<file path="src/rtl/knn_vote_pkg.sv">
`default_nettype none
// ============================================================================
// Module   : knn_vote_pkg
// Purpose  : Shared types, constants and field-extract macros for the KNN
//            vote reader (knn_vote and knn_label_counter).
// Contents : state_t      - FSM state encoding (IDLE/SCAN/DONE)
//            entry_w()    - width of one packed list entry
//            cnt_w()      - width of a vote counter for N entries
//            empty_dist() - distance value marking an unused entry
//            KNN_ENTRY_DIST / KNN_ENTRY_LABEL - field extract of entry i
// Revision : 1.0 - initial release
// ============================================================================

// Entry i occupies bits [(DW+LW)*(i+1)-1 : (DW+LW)*i]; distance sits above
// the label.
`ifndef KNN_VOTE_FIELD_MACROS
`define KNN_VOTE_FIELD_MACROS
`define KNN_ENTRY_DIST(vec, i, DW, LW)  vec[((DW)+(LW))*(i) + (LW) +: (DW)]
`define KNN_ENTRY_LABEL(vec, i, DW, LW) vec[((DW)+(LW))*(i) +: (LW)]
`endif

package knn_vote_pkg;

  typedef enum logic [1:0] {
    ST_IDLE = 2'd0,
    ST_SCAN = 2'd1,
    ST_DONE = 2'd2
  } state_t;

  localparam int DEFAULT_DATA_W      = 32;
  localparam int DEFAULT_LABEL       = 8;
  localparam int DEFAULT_N_NEIGHBOUR = 10;

  function automatic int entry_w(input int dw, input int lw);
    return dw + lw;
  endfunction

  // N+1 values (0..N votes) must be representable.
  function automatic int cnt_w(input int n);
    return $clog2(n + 1);
  endfunction

  // All ones in the low dw bits: the neighbour list's reset value.
  function automatic logic [63:0] empty_dist(input int dw);
    return (64'd1 << dw) - 64'd1;
  endfunction

endpackage

`default_nettype wire

</file>
<file path="src/rtl/knn_label_counter.sv">
`default_nettype none
// ============================================================================
// Module   : knn_label_counter
// Purpose  : Combinational count of non-empty snapshot entries whose label
//            equals sel_label. One comparator per entry, then a sum.
// Ports    : snapshot  in  packed neighbour list
//            sel_label in  label being counted
//            count     out number of matching non-empty entries
// Revision : 1.0 - initial release
// ============================================================================
module knn_label_counter
  import knn_vote_pkg::*;
#(
  parameter int DATA_W      = DEFAULT_DATA_W,
  parameter int LABEL       = DEFAULT_LABEL,
  parameter int N_Neighbour = DEFAULT_N_NEIGHBOUR
) (
  input  logic [entry_w(DATA_W, LABEL)*N_Neighbour-1:0] snapshot,
  input  logic [LABEL-1:0]                              sel_label,
  output logic [cnt_w(N_Neighbour)-1:0]                 count
);

  localparam int CNT_W = cnt_w(N_Neighbour);
  localparam logic [DATA_W-1:0] EMPTY_DIST = '1;

  logic [N_Neighbour-1:0] match;

  generate
    for (genvar i = 0; i < N_Neighbour; i++) begin : g_match
      assign match[i] = (`KNN_ENTRY_DIST(snapshot, i, DATA_W, LABEL) != EMPTY_DIST) &&
                        (`KNN_ENTRY_LABEL(snapshot, i, DATA_W, LABEL) == sel_label);
    end
  endgenerate

  // CNT_W holds N, so the running sum cannot wrap.
  always_comb begin
    count = '0;
    for (int i = 0; i < N_Neighbour; i++) begin
      count = count + CNT_W'(match[i]);
    end
  end

endmodule

`default_nettype wire

</file>
<file path="src/rtl/knn_vote.sv">
`default_nettype none
// ============================================================================
// Module   : knn_vote
// Purpose  : Majority-label vote over the KNN neighbour list. A start pulse
//            snapshots the list; one entry is scanned per cycle and the label
//            with most votes wins, ties going to the nearest entry.
// Ports    : clk, rst       clock, synchronous active-high reset
//            start          request to classify current list contents
//            Neighbour_info packed list, entry 0 = nearest
//            busy           scan in progress
//            done           one-cycle result-valid pulse
//            label_out      winning label (held until next result)
//            vote_count     votes for label_out
//            empty          snapshot held no valid entry
// Revision : 1.0 - initial release
// ============================================================================
module knn_vote
  import knn_vote_pkg::*;
#(
  parameter int DATA_W      = DEFAULT_DATA_W,
  parameter int LABEL       = DEFAULT_LABEL,
  parameter int N_Neighbour = DEFAULT_N_NEIGHBOUR
) (
  input  logic                                          clk,
  input  logic                                          rst,
  input  logic                                          start,
  input  logic [entry_w(DATA_W, LABEL)*N_Neighbour-1:0] Neighbour_info,
  output logic                                          busy,
  output logic                                          done,
  output logic [LABEL-1:0]                              label_out,
  output logic [cnt_w(N_Neighbour)-1:0]                 vote_count,
  output logic                                          empty
);

  localparam int ENTRY_W = entry_w(DATA_W, LABEL);
  localparam int CNT_W   = cnt_w(N_Neighbour);
  localparam int IDX_W   = (N_Neighbour > 1) ? $clog2(N_Neighbour) : 1;
  localparam logic [IDX_W-1:0]  LAST_IDX   = IDX_W'(N_Neighbour - 1);
  localparam logic [DATA_W-1:0] EMPTY_DIST = '1;

  state_t                         state;
  logic [IDX_W-1:0]               index;
  logic [ENTRY_W*N_Neighbour-1:0] snapshot;
  logic [CNT_W-1:0]               best_count;
  logic [LABEL-1:0]               best_label;

  logic [DATA_W-1:0] cur_dist;
  logic [LABEL-1:0]  cur_label;
  logic [CNT_W-1:0]  cur_count;
  logic              cur_better;
  logic [CNT_W-1:0]  nxt_count;
  logic [LABEL-1:0]  nxt_label;
  logic              accept;

  // The DONE cycle is already IDLE-bound, so it accepts start as well.
  assign accept = start && ((state == ST_IDLE) || (state == ST_DONE));

  // Entry selected by the scan index.
  always_comb begin
    cur_dist  = '0;
    cur_label = '0;
    for (int i = 0; i < N_Neighbour; i++) begin
      if (index == IDX_W'(i)) begin
        cur_dist  = `KNN_ENTRY_DIST(snapshot, i, DATA_W, LABEL);
        cur_label = `KNN_ENTRY_LABEL(snapshot, i, DATA_W, LABEL);
      end
    end
  end

  knn_label_counter #(
    .DATA_W      (DATA_W),
    .LABEL       (LABEL),
    .N_Neighbour (N_Neighbour)
  ) u_counter (
    .snapshot  (snapshot),
    .sel_label (cur_label),
    .count     (cur_count)
  );

  // Strictly greater: on a tie the earlier (nearer) entry keeps the lead.
  assign cur_better = (cur_dist != EMPTY_DIST) && (cur_count > best_count);
  assign nxt_count  = cur_better ? cur_count : best_count;
  assign nxt_label  = cur_better ? cur_label : best_label;

  // Data-path capture only; contents are don't-care until a start.
  always_ff @(posedge clk) begin
    if (accept) begin
      snapshot <= Neighbour_info;
    end
  end

  always_ff @(posedge clk) begin
    if (rst) begin
      state      <= ST_IDLE;
      index      <= '0;
      best_count <= '0;
      best_label <= '0;
      busy       <= 1'b0;
      done       <= 1'b0;
      label_out  <= '0;
      vote_count <= '0;
      empty      <= 1'b0;
    end else begin
      case (state)
        ST_IDLE: begin
          done <= 1'b0;
          if (start) begin
            best_count <= '0;
            best_label <= '0;
            index      <= '0;
            busy       <= 1'b1;
            state      <= ST_SCAN;
          end
        end

        ST_SCAN: begin
          best_count <= nxt_count;
          best_label <= nxt_label;
          if (index == LAST_IDX) begin
            // Outputs take the post-update values of the final entry.
            index      <= '0;
            done       <= 1'b1;
            label_out  <= nxt_label;
            vote_count <= nxt_count;
            empty      <= (nxt_count == '0);
            state      <= ST_DONE;
          end else begin
            index <= index + 1'b1;
          end
        end

        ST_DONE: begin
          done <= 1'b0;
          if (start) begin
            best_count <= '0;
            best_label <= '0;
            index      <= '0;
            state      <= ST_SCAN;
          end else begin
            busy  <= 1'b0;
            state <= ST_IDLE;
          end
        end

        default: begin
          state <= ST_IDLE;
          busy  <= 1'b0;
          done  <= 1'b0;
        end
      endcase
    end
  end

endmodule

`default_nettype wire

</file>
<file path="config.mk">
export PLATFORM = sky130hd
export DESIGN_NAME = knn_vote
export DESIGN_NICKNAME = d
export VERILOG_FILES = /design/src/rtl/knn_vote_pkg.sv /design/src/rtl/knn_label_counter.sv /design/src/rtl/knn_vote.sv
export SDC_FILE = /design/constraint.sdc
export NUM_CORES = 1
export LEC_CHECK = 0
export BUFFER_PORTS_ARGS = -buffer_cell sky130_fd_sc_hd__buf_2
export CAP_MARGIN = 20
export CORE_MARGIN = 4
export CORE_UTILIZATION = 45
export CTS_CLUSTER_DIAMETER = 150
export DETAILED_ROUTE_END_ITERATION = 7
export PLACE_DENSITY = 0.74
export SLEW_MARGIN = 20
export SYNTH_ARGS = -nofsm -noshare
export SYNTH_HDL_FRONTEND = slang
export SYNTH_SLANG_ARGS = --single-unit
</file>
<file path="constraint.sdc">
create_clock -name clk -period 23.3 [get_ports clk]
set_input_delay 4.66 -clock clk [delete_from_list [all_inputs] [get_ports clk]]
set_output_delay 4.66 -clock clk [all_outputs]
set_load 0.02 [all_outputs]
</file>
==> flow_summary.ini <==
[worst_setup_path]
arrival_ns = 9.47
rr_endpoint = best_count[1]
worstSetupStartpoint = index[0]
r2r-start = index[0]
path_class = reg -> reg
crit_slowest_cell = buf_4
reg2reg_depth = 26
slowest_delay_ns = 0.70
cp-start-kind = flip-flop
end_kind = flip-flop
cp.required_ns = 23.70
crit_fanout = 67
endpoint = best_count[1]
r2r_setup_slack_ns = 14.23
cpMostUsedCell = fa_1

[placed_design]
gp_congestion = 0.9800
dp.cells = 2139
place_hpwl_um = 44590
port_buffers = 417

[sta]
hold_viol_final = 0
fin_tns_setup_ns = 0
final.min_clock_period_ns = 9.073
final.period_utilization_pct = 38.94
whs_ns = 0.4781
fmax_mhz = 110.2
clock_skew_ns = 0.02233
tightest_slew_ns = 1.074
rsz0062_at_grt = no
finalSetupViolCount = 0
slew_headroom_pct = 28.39
maxSlewViolCount = 0

[cells_and_area]
layout_common_cells = 417 x buf_2, 400 x edfxtp_1, 89 x nand4_1
area_delta_synth_final_pct = 21.25
fin_nets = 2077
drive_above_1_share_pct = 31.78
layout_commonest_cell = buf_2
finalNonFillerCells = 2227

[clock_network]
ctsHoldBuffers = 0
cts_buffers = 43
cts_tree = built
postCtsSetupRepairBufs = 0
cts-htree-levels = 2
path_clk_slew_ns = 0.06
clkSinkCount = 433
clock_latency_ns = 0.58
root_buffer = clkbuf_16
clock_path_buffers = 3
post_cts_resized = 0

[yosys]
synth_area_leaders = edfxtp_1 66%, dfxtp_1 3.6%, nand4_1 3.0%, xnor2_1 1.9%, xor2_1 1.7%
synth_area_mm2 = 0.01832
async_reset_ff_share_pct = 0
yosysTopAreaCellShare_pct = 65.56
yosys_warnings = 0
yosysSeqAreaShare_pct = 69.17
ys_seq_elements = 433
yosysTopAreaCell = edfxtp_1
synth_nets = 1660
syn-instance-count = 1242
avgSynthCellArea_um2 = 14.75
synth_cell_types = 83
ys_dominant_reg_cell = edfxtp_1
synth_edf_count = 400

[detailed_routing]
via_count = 12940
postRouteAntennaNets = 0
drt_iter0_markers = 1642
wl_um = 57960
via_per_inst = 5.812
dr.pass1.iters = 7
wire_per_inst_um = 26.03
drc_errors = 0

[global_routing]
globalRouteMet1Util_pct = 33.58
antenna_found_initial = 16
top_usage_layer = met2
grtUsageMet3_pct = 5.277
first_global_vias = 13150
grt_max_degree = 93
grt_util_met2_pct = 41.61
gr-total-overflow = 0
globalRouteTotalUtil_pct = 25.34
grt_pass1_wl_um = 82750

[power]
power_mw = 1.771
power.density_mw_per_mm2 = 79.74
p_leak_nw = 8.078
peakVddDrop_mv = 0.06451

[outcome]
status = complete, no violations

[job]
cap_violations = 0

[floorplan]
fp.dieW_um = 209.8
core_mm2 = 0.04001
die_h_um = 209.8
initial_utilization_pct = 45.80
dieArea_mm2 = 0.04401
io_pins = 418
rows = 73

[min_path]
hold_path.class = reg -> reg
-- report_power, final --
group | total (mW) | internal, mW | switching, mW
Sequential | 0.938 | 0.907 | 0.0313
Combinational | 0.154 | 0.0636 | 0.0905
Clock | 0.679 | 0.396 | 0.284
Total | 1.77 | 1.37 | 0.406
-- cell type report --
class                           count  area, um^2
Antenna cell                       12       30.03
Clock buffer                       54        1117
Clock inverter                     22       242.7
Fill cell                        3241       17790
Inverter                           38       142.6
Multi-Input combinational cell    707        5115
Sequential cell                   433       12680
Tap cell                          525       656.9
Timing Repair Buffer              436        2233
-- per-layer routing --
layer,up-vias,wire [um]
li1,5799,-
met1,6289,22370
met2,704,28070
met3,143,5370
met4,8,2109
met5,-,42
-- critical path: cells and delay by family (launching register included) --
| family | cells | cell delay [ns] |
|---|---|---|
| buffers and inverters | 4 | 0.90 |
| AO/OA/AOI/OAI | 7 | 1.40 |
| flip-flops | 1 | 0.55 |
| AND/OR/NAND/NOR | 7 | 3.02 |
| XOR/XNOR | 2 | 0.55 |
| adder cells (fa/ha/maj) | 6 | 2.44 |
-- worst min-delay path by stage --
| stage | from | depth (start not counted) | slack (ns) | endpoint |
|---|---|---|---|---|
| 2_1_floorplan | best_label[6] | 2 | 0.45 | best_label[6] |
| 3_3_place_gp | best_label[6] | 2 | 0.47 | best_label[6] |
| 3_5_place_dp | best_label[5] | 2 | 0.47 | best_label[5] |
| 4_1_cts | best_label[5] | 2 | 0.48 | best_label[5] |
| 5_1_grt | best_label[4] | 2 | 0.50 | best_label[4] |
| 6_report | best_label[3] | 2 | 0.48 | best_label[3] |
-- sequential cells by signal, summed over array words and instances, names as in the netlist --
signal / flops
best_count: 4
best_label: 8
busy: 1
done: 1
empty: 1
index: 4
label_out: 8
snapshot: 400
state: 2
vote_count: 4
-- cell families after synthesis --
kind of cell	synth area share (%)
flip-flops	69.17
multiplexers	3.442
adder cells (fa/ha/maj)	1.270
XOR/XNOR	3.585
buffers and inverters	3.046
AO/OA/AOI/OAI	9.499
AND/OR/NAND/NOR	9.991
-- synth_stat cells, drive strengths merged, types with 10 or more instances --
cell type  count
xnor2         40
clkbuf        10
dfxtp         33
nor2b         16
nor4          28
xor2          35
mux4          11
nor2          64
o21ai         31
o2bb2ai       15
nor3          20
buf           54
a22oi         18
a221oi        10
edfxtp       400
nand3         23
nand2b        16
mux2i         27
o32ai         10
inv           38
a222oi        11
mux2          10
nand2         45
nand4         89
a21oi         44
-- metrics by stage --
stage | cell area (um^2) | utilization (%) | setup WS [ns]
global placement | 20810 | 52.01 | 14.03
CTS | 22180 | 55.44 | 14.16
detailed placement | 20820 | 52.04 | 14.17
global route | 22210 | 55.53 | 13.59
floorplan | 18320 | - | 5.529
finish | 22210 | 55.53 | 14.23
(Power assumes the default switching activity.)
